## src/rtl/video_hist_pp.sv

```systemverilog
// Frame-synchronous pixel histogram with ping-pong banks: one bank accumulates
// the current frame while software reads the completed frame from the other.
module video_hist_pp #(
    parameter int unsigned DATA_W      = 8,
    parameter int unsigned BIN_BITS    = 6,
    parameter int unsigned CNT_W       = 16,
    parameter int unsigned VS_ACT_HIGH = 1
) (
    input  logic                clk,
    input  logic                rst_n,
    input  logic [1:0]          mode_i,
    input  logic [DATA_W-1:0]   red_i,
    input  logic [DATA_W-1:0]   green_i,
    input  logic [DATA_W-1:0]   blue_i,
    input  logic                dv_i,
    input  logic                vs_i,
    input  logic                rd_strobe_i,
    input  logic [BIN_BITS-1:0] rd_addr_i,
    output logic                rd_ack_o,
    output logic [CNT_W-1:0]    hist_bin_o,
    output logic                frame_done_o,
    output logic                bank_valid_o,
    output logic                sat_o,
    output logic                lost_o
);

    localparam int unsigned NBINS = 1 << BIN_BITS;
    localparam int unsigned SUM_W = DATA_W + 2;
    localparam int unsigned BIN_SHIFT = DATA_W - BIN_BITS;
    localparam logic [CNT_W-1:0]    CNT_MAX  = '1;
    localparam logic [BIN_BITS-1:0] LAST_BIN = '1;

    typedef enum logic [1:0] {
        ST_IDLE  = 2'd0,
        ST_CLEAR = 2'd1,
        ST_ACCUM = 2'd2
    } state_t;

    state_t r_state;
    state_t w_state_nxt;

    logic                r_vs_q;
    logic                w_vs_pol;
    logic                w_fs;
    logic                w_start;
    logic                w_swap;
    logic                w_clr_en;
    logic                w_pix_en;
    logic                w_lost;

    logic [1:0]          r_mode;
    logic                r_wr_bank;
    logic [BIN_BITS-1:0] r_clr_cnt;

    logic [SUM_W-1:0]    w_luma_sum;
    logic [DATA_W-1:0]   w_luma;
    logic [DATA_W-1:0]   w_val;
    logic [BIN_BITS-1:0] w_bin;

    logic                r_s1_vld;
    logic [BIN_BITS-1:0] r_s1_bin;
    logic                r_s1_bank;
    logic                r_s2_vld;
    logic [BIN_BITS-1:0] r_s2_bin;
    logic                r_s2_bank;

    logic                r_lw_vld;
    logic                r_lw_bank;
    logic [BIN_BITS-1:0] r_lw_bin;
    logic [CNT_W-1:0]    r_lw_data;

    logic [CNT_W-1:0]    w_q_s2;
    logic                w_fwd;
    logic [CNT_W-1:0]    w_base;
    logic                w_at_max;
    logic [CNT_W-1:0]    w_inc;
    logic                w_sat_hit;

    logic [CNT_W-1:0]    r_mem0 [NBINS];
    logic [CNT_W-1:0]    r_mem1 [NBINS];
    logic [CNT_W-1:0]    r_q0;
    logic [CNT_W-1:0]    r_q1;
    logic [BIN_BITS-1:0] w_raddr0;
    logic [BIN_BITS-1:0] w_raddr1;
    logic                w_clr0;
    logic                w_clr1;
    logic                w_we0;
    logic                w_we1;
    logic [BIN_BITS-1:0] w_waddr0;
    logic [BIN_BITS-1:0] w_waddr1;
    logic [CNT_W-1:0]    w_wdata0;
    logic [CNT_W-1:0]    w_wdata1;

    logic                w_rd_accept;
    logic                r_rp_pend;
    logic                r_rp_bank;
    logic [BIN_BITS-1:0] r_rp_addr;
    logic                r_rp_zero;
    logic [CNT_W-1:0]    w_rp_q;
    logic                w_rp_fwd;

    logic                r_ack;
    logic [CNT_W-1:0]    r_hist;
    logic                r_frame_done;
    logic                r_bank_valid;
    logic                r_sat;
    logic                r_sat_flag;
    logic                r_lost;

    // Frame start: polarity-corrected vs compared against its registered copy
    assign w_vs_pol = (VS_ACT_HIGH != 0) ? vs_i : ~vs_i;
    assign w_fs     = w_vs_pol & ~r_vs_q;

    always_ff @(posedge clk) begin
        if (!rst_n) begin
            r_state <= ST_IDLE;
        end else begin
            r_state <= w_state_nxt;
        end
    end

    always_comb begin
        w_state_nxt = r_state;
        w_start     = 1'b0;
        w_swap      = 1'b0;
        w_clr_en    = 1'b0;
        w_pix_en    = 1'b0;
        w_lost      = 1'b0;
        case (r_state)
            ST_IDLE: begin
                if (w_fs) begin
                    w_start     = 1'b1;
                    w_state_nxt = ST_CLEAR;
                end
            end
            ST_CLEAR: begin
                w_clr_en = 1'b1;
                w_lost   = dv_i;
                if (r_clr_cnt == LAST_BIN) begin
                    w_state_nxt = ST_ACCUM;
                end
            end
            ST_ACCUM: begin
                if (w_fs) begin
                    w_start     = 1'b1;
                    w_swap      = 1'b1;
                    w_state_nxt = ST_CLEAR;
                end else begin
                    w_pix_en = dv_i;
                end
            end
            default: begin
                w_state_nxt = ST_IDLE;
            end
        endcase
    end

    always_ff @(posedge clk) begin
        if (!rst_n) begin
            r_vs_q       <= 1'b1;
            r_mode       <= 2'd0;
            r_wr_bank    <= 1'b0;
            r_clr_cnt    <= '0;
            r_frame_done <= 1'b0;
            r_bank_valid <= 1'b0;
            r_sat        <= 1'b0;
            r_sat_flag   <= 1'b0;
            r_lost       <= 1'b0;
        end else begin
            r_vs_q       <= w_vs_pol;
            r_frame_done <= w_swap;
            if (w_start) begin
                r_mode <= mode_i;
            end
            if (w_clr_en) begin
                r_clr_cnt <= r_clr_cnt + BIN_BITS'(1);
            end
            if (w_lost) begin
                r_lost <= 1'b1;
            end
            // Drain writes tagged with the old bank still report into sat_o
            if (w_swap) begin
                r_wr_bank    <= ~r_wr_bank;
                r_bank_valid <= 1'b1;
                r_sat        <= r_sat_flag | w_sat_hit;
                r_sat_flag   <= 1'b0;
            end else if (w_sat_hit) begin
                if (r_s2_bank == r_wr_bank) begin
                    r_sat_flag <= 1'b1;
                end else begin
                    r_sat <= 1'b1;
                end
            end
        end
    end

    assign w_luma_sum = SUM_W'(red_i) + (SUM_W'(green_i) << 1) + SUM_W'(blue_i);
    assign w_luma     = DATA_W'(w_luma_sum >> 2);

    always_comb begin
        w_val = w_luma;
        case (r_mode)
            2'd0:    w_val = red_i;
            2'd1:    w_val = green_i;
            2'd2:    w_val = blue_i;
            default: w_val = w_luma;
        endcase
    end

    assign w_bin = BIN_BITS'(w_val >> BIN_SHIFT);

    // Pipeline: stage 1 holds the bin, stage 2 waits on the RAM read
    always_ff @(posedge clk) begin
        if (!rst_n) begin
            r_s1_vld  <= 1'b0;
            r_s1_bin  <= '0;
            r_s1_bank <= 1'b0;
            r_s2_vld  <= 1'b0;
            r_s2_bin  <= '0;
            r_s2_bank <= 1'b0;
            r_lw_vld  <= 1'b0;
            r_lw_bank <= 1'b0;
            r_lw_bin  <= '0;
            r_lw_data <= '0;
        end else begin
            r_s1_vld  <= w_pix_en;
            r_s1_bin  <= w_bin;
            r_s1_bank <= r_wr_bank;
            r_s2_vld  <= r_s1_vld;
            r_s2_bin  <= r_s1_bin;
            r_s2_bank <= r_s1_bank;
            r_lw_vld  <= r_s2_vld;
            r_lw_bank <= r_s2_bank;
            r_lw_bin  <= r_s2_bin;
            r_lw_data <= w_inc;
        end
    end

    // The write that lands on the same edge as a RAM read is seen via r_lw
    assign w_q_s2    = r_s2_bank ? r_q1 : r_q0;
    assign w_fwd     = r_lw_vld && (r_lw_bank == r_s2_bank) && (r_lw_bin == r_s2_bin);
    assign w_base    = w_fwd ? r_lw_data : w_q_s2;
    assign w_at_max  = (w_base == CNT_MAX);
    assign w_inc     = w_at_max ? w_base : w_base + CNT_W'(1);
    assign w_sat_hit = r_s2_vld && w_at_max;

    // Each bank: the write bank serves the pipeline, the read bank serves software
    assign w_raddr0 = (r_wr_bank == 1'b0) ? r_s1_bin : rd_addr_i;
    assign w_raddr1 = (r_wr_bank == 1'b1) ? r_s1_bin : rd_addr_i;
    assign w_clr0   = w_clr_en && (r_wr_bank == 1'b0);
    assign w_clr1   = w_clr_en && (r_wr_bank == 1'b1);
    assign w_we0    = w_clr0 || (r_s2_vld && (r_s2_bank == 1'b0));
    assign w_we1    = w_clr1 || (r_s2_vld && (r_s2_bank == 1'b1));
    assign w_waddr0 = w_clr0 ? r_clr_cnt : r_s2_bin;
    assign w_waddr1 = w_clr1 ? r_clr_cnt : r_s2_bin;
    assign w_wdata0 = w_clr0 ? '0 : w_inc;
    assign w_wdata1 = w_clr1 ? '0 : w_inc;

    always_ff @(posedge clk) begin
        if (w_we0) begin
            r_mem0[w_waddr0] <= w_wdata0;
        end
        r_q0 <= r_mem0[w_raddr0];
    end

    always_ff @(posedge clk) begin
        if (w_we1) begin
            r_mem1[w_waddr1] <= w_wdata1;
        end
        r_q1 <= r_mem1[w_raddr1];
    end

    // Readout: bank and address captured at the strobe, data registered a cycle later
    assign w_rd_accept = rd_strobe_i && !r_rp_pend;
    assign w_rp_q      = r_rp_bank ? r_q1 : r_q0;
    assign w_rp_fwd    = r_lw_vld && (r_lw_bank == r_rp_bank) && (r_lw_bin == r_rp_addr);

    always_ff @(posedge clk) begin
        if (!rst_n) begin
            r_rp_pend <= 1'b0;
            r_rp_bank <= 1'b0;
            r_rp_addr <= '0;
            r_rp_zero <= 1'b0;
            r_ack     <= 1'b0;
            r_hist    <= '0;
        end else begin
            r_rp_pend <= w_rd_accept;
            r_ack     <= r_rp_pend;
            if (w_rd_accept) begin
                r_rp_bank <= ~r_wr_bank;
                r_rp_addr <= rd_addr_i;
                r_rp_zero <= ~r_bank_valid;
            end
            if (r_rp_pend) begin
                r_hist <= r_rp_zero ? '0 : (w_rp_fwd ? r_lw_data : w_rp_q);
            end
        end
    end

    assign rd_ack_o     = r_ack;
    assign hist_bin_o   = r_hist;
    assign frame_done_o = r_frame_done;
    assign bank_valid_o = r_bank_valid;
    assign sat_o        = r_sat;
    assign lost_o       = r_lost;

endmodule

```

## config.mk

```make
export PLATFORM = sky130hd
export DESIGN_NAME = video_hist_pp
export DESIGN_NICKNAME = d
export VERILOG_FILES = /design/src/rtl/video_hist_pp.sv
export SDC_FILE = /design/constraint.sdc
export NUM_CORES = 2
export LEC_CHECK = 0
export ABC_AREA = 1
export BUFFER_PORTS_ARGS = -buffer_cell sky130_fd_sc_hd__buf_2
export CAP_MARGIN = 0
export CORE_UTILIZATION = 63
export CTS_CLUSTER_SIZE = 8
export DETAILED_ROUTE_END_ITERATION = 8
export GPL_ROUTABILITY_DRIVEN = 0
export PLACE_DENSITY_LB_ADDON = 0.25
export SYNTH_ARGS = -nofsm -noshare
export SYNTH_HDL_FRONTEND = slang
export SYNTH_SLANG_ARGS = --single-unit
```

## constraint.sdc

```tcl
create_clock -name clk -period 5.4 [get_ports clk]
set_clock_uncertainty 0.05 [all_clocks]
set_input_delay 0.54 -clock clk [delete_from_list [all_inputs] [get_ports clk]]
set_output_delay 0.54 -clock clk [all_outputs]
set_load 0.02 [all_outputs]
```

==> results.yml <==
outcome:
  status: "finished clean"
cts:
  cts_resized: 0
  post_cts.repair.setup_buffers: 0
  hold_buffers: 16
  numClockSinks: 2163
  cts_made_buffers: 320
  clk_pin_slew_worst_paths_ns: 0.05
  insertion_delay_ns: 0.91
  cts_tree: "yes"
  htree_levels: 5
  clockBufferDepth: 4
  clockRootBuffer: "clkbuf_16"
sta:
  fmax_mhz: 226
  rsz0062_at_grt: "false"
  worstMarginPinSlew_ns: 1.48
  holdWs_ns: 0.0468
  max_slew_margin_pct: 1.43
  period_share_pct: 81.9
  setup_ws_ns: 0.978
  setup-tns-final_ns: 0
  setup_viol: 0
  drv_slew: 0
  hold_viol: 0
  min_period_ns: 4.42
worst_setup_path:
  endpoint_kind: "register"
  startpoint_type: "register"
  cp_max_fo: 64
  critical_path_arrival_ns: 4.88
  crit_type: "reg2reg"
  cp.required_ns: 5.86
global_route:
  grt.overflow.total: 0
  grt_start_max_net_pins: 191
  grt_pass1_vias: 56900
  grtUsageTotal_pct: 34.8
  grt_pass1_wl_um: 354000
  antenna_found_initial: 1
yosys:
  avgSynthCellArea_um2: 13.0
  syn_nets: 6645
  netlist_instances: 6593
  synth_area_um2: 85900
  yosys_warnings: 0
  yosys_most_used_dff: "edfxtp_1"
  ys_ff_latch: 2163
  yosysUniqueCellTypes: 44
  synth_edf_count: 2048
  synth.yosys.seq_area_share_pct: 74.3
  ys_async_sr_fraction_pct: 0
power_and_ir_drop:
  clkPwrFrac_pct: 41.6
  p_sw_share_pct: 24.5
  p_comb_share_pct: 10.4
  internal_power_mw: 31.4
  ir_drop_v: 0.000356
  sequentialPowerShare_pct: 48.1
  p_leak_nw: 31.7
  power_mw: 41.6
  p_sw_mw: 10.2
  powerDensity_nw_per_um2: 426
finish:
  synthToLayoutAreaGrowth_pct: 13.6
  nNetsFinal: 6811
  n_fill_cell: 8357
  drive_above_1_share_pct: 11.1
die:
  core_area_um2: 135000
  die_h_um: 371
  start_util_pct: 63.5
  die_w_um: 371
  die_area_um2: 138000
  io_pins: 58
  num_rows: 135
hold_path:
  hp-class: "in2reg"
place:
  io_buffer_count: 57
  pre_cts_ws_ns: 1.20
  post-dp-hpwl_um: 127000
route:
  wl_per_cell_um: 28.1
  vias: 58700
  drc: 0
  routed_wl_um: 242000
  drtIter0Drc: 8682
  dr.pass1.iters: 8
  viasPerCell: 6.81
  ant_nets: 0
job:
  maxCapViolations: 0
[routing by layer]
layer	GRT usage [%]	part of all wire, %	vias up
met4	20.9	6.5	2
li1	-	-	25000
met1	44.7	35	28500
met5	0	0.0054	-
met2	55.5	48	4327
met3	6.69	11	896
[through the flow]
step           utilization, %  area [um^2]  std cells
6_report                 72.1        97500       8626
5_1_grt                  72.1        97500       8625
4_1_cts                  72.1        97500       8625
3_5_place_dp             65.7        88900       8202
3_3_place_gp             65.7        88900       8202
2_1_floorplan               -        85900       6593
[power by group through the flow]
stage          clock, mW  sequential [mW]  combinational [mW]
2_1_floorplan          0             20.3                2.33
3_3_place_gp           0             20.3                4.02
3_5_place_dp           0             20.3                4.15
4_1_cts             17.3             20.0                4.19
5_1_grt             18.0             20.0                4.54
6_report            17.3             20.0                4.31
[area by class of cell]
class	instances	area (um^2)	area share, %
clock inverters	8	98.8	0.101
repair buffers	309	2470	2.53
multi-input cells	3789	19800	20.3
inverters	176	691	0.708
well taps	1781	2230	2.29
clock buffers	399	8390	8.60
flip-flops and latches	2163	63800	65.4
diodes	1	2.50	0.00257
[critical path, stage by stage, from the launching register on]
cell and delay (ns):
dfxtp_1 0.36, buf_4 0.32, inv_2 0.08, nand2_1 0.08
nand3_2 0.08, nor2_4 0.32, nand2_2 0.30, o21ai_4 0.26
nand2_1 0.12, nor2_4 0.12, nand2_2 0.11, nor2_4 0.29
inv_1 0.26, nand3_1 0.26, nand2_1 0.10, inv_2 0.84
[cell usage after synthesis, types with 2 or more instances]
cell	count	area (um^2)
nor2_2	2	12.5
fa_1	7	140
inv_2	15	56.3
xnor2_1	7	61.3
buf_6	4	45.0
inv_1	160	601
buf_1	17	63.8
nand2_2	14	87.6
o21ai_0	1075	5380
nand3_1	249	1250
nor4_1	8	50.1
nor2_1	1189	4460
o22ai_1	224	1400
o21ai_1	16	80.1
nand4_1	16	100
edfxtp_1	2048	61500
a21oi_1	58	290
buf_2	65	325
o21ai_2	4	35.0
o21a_1	4	30.0
nand3b_1	2	15.0
dfxtp_1	115	2300
a2111oi_0	2	17.5
or2_2	33	206
o211ai_1	287	2150
o21ai_4	2	32.5
nor3_1	7	35.0
buf_4	4	30.0
nor3_2	2	20.0
nor2_4	7	78.8
o221ai_1	252	2210
ha_1	8	100
xor2_1	10	87.6
nand2_1	296	1110
clkbuf_1	375	1410
[logic make-up (layout without fill, tap and decap cells)]
family / count (synthesis) / in the layout / synth area share (%)
xor gates and xnor gates: 17 / 17 / 0.173
and+or+nand+nor: 1828 / 1828 / 8.69
muxes: 1 / 1 / 0.0117
adders and majority gates: 15 / 15 / 0.280
AOI/OAI and AO/OA: 1928 / 1928 / 13.6
DFF: 2163 / 2163 / 74.3
other: 0 / 1 / 0
buffers and inverters: 641 / 892 / 2.95
[worst paths after layout]
| kind | from | end | slack [ns] | cells after the start |
|---|---|---|---|---|
| worst max-delay path | r_s2_bank | r_mem0[13][9] | 0.98 | 15 |
| worst min-delay path | red_i[4] | r_s1_bin[2] | 0.05 | 5 |
| worst max register to register | r_s2_bank | r_mem0[13][9] | 0.98 | 15 |
| worst min register to register | r_s1_vld | r_s2_vld | 0.36 | 2 |
[sequential cells by signal (all words and copies together), names as in the netlist, 6 cells and up]
signal	count
r_mem0	1024
r_mem1	1024
hist_bin_o	16
r_lw_data	16
r_q0	16
r_q1	16
r_clr_cnt	6
r_lw_bin	6
r_rp_addr	6
r_s1_bin	6
r_s2_bin	6
[placed cells by master (no fill, tap or decap), types with 7 or more instances in the layout]
| master | synthesis | layout |
|---|---|---|
| nor4_2 | 0 | 8 |
| o211ai_1 | 287 | 287 |
| dfxtp_1 | 115 | 115 |
| buf_12 | 0 | 20 |
| nand2_1 | 296 | 296 |
| nor2_1 | 1189 | 1167 |
| nand4_1 | 16 | 16 |
| o21ai_0 | 1075 | 1073 |
| inv_2 | 15 | 22 |
| o22ai_1 | 224 | 224 |
| nand2_2 | 14 | 13 |
| nand3_1 | 249 | 249 |
| dlygate4sd3_1 | 0 | 16 |
| edfxtp_1 | 2048 | 2048 |
| clkbuf_1 | 375 | 75 |
| o21ai_1 | 16 | 13 |
| ha_1 | 8 | 8 |
| inv_1 | 160 | 146 |
| o21ai_4 | 2 | 7 |
| xor2_1 | 10 | 10 |
| a21oi_1 | 58 | 56 |
| or2_2 | 33 | 33 |
| nor2_4 | 7 | 29 |
| clkbuf_16 | 0 | 324 |
| xnor2_1 | 7 | 7 |
| buf_2 | 65 | 57 |
| fa_1 | 7 | 7 |
| nor3_1 | 7 | 7 |
| o221ai_1 | 252 | 252 |
| buf_4 | 4 | 216 |
| inv_6 | 0 | 8 |
(Power assumes the default switching activity.)
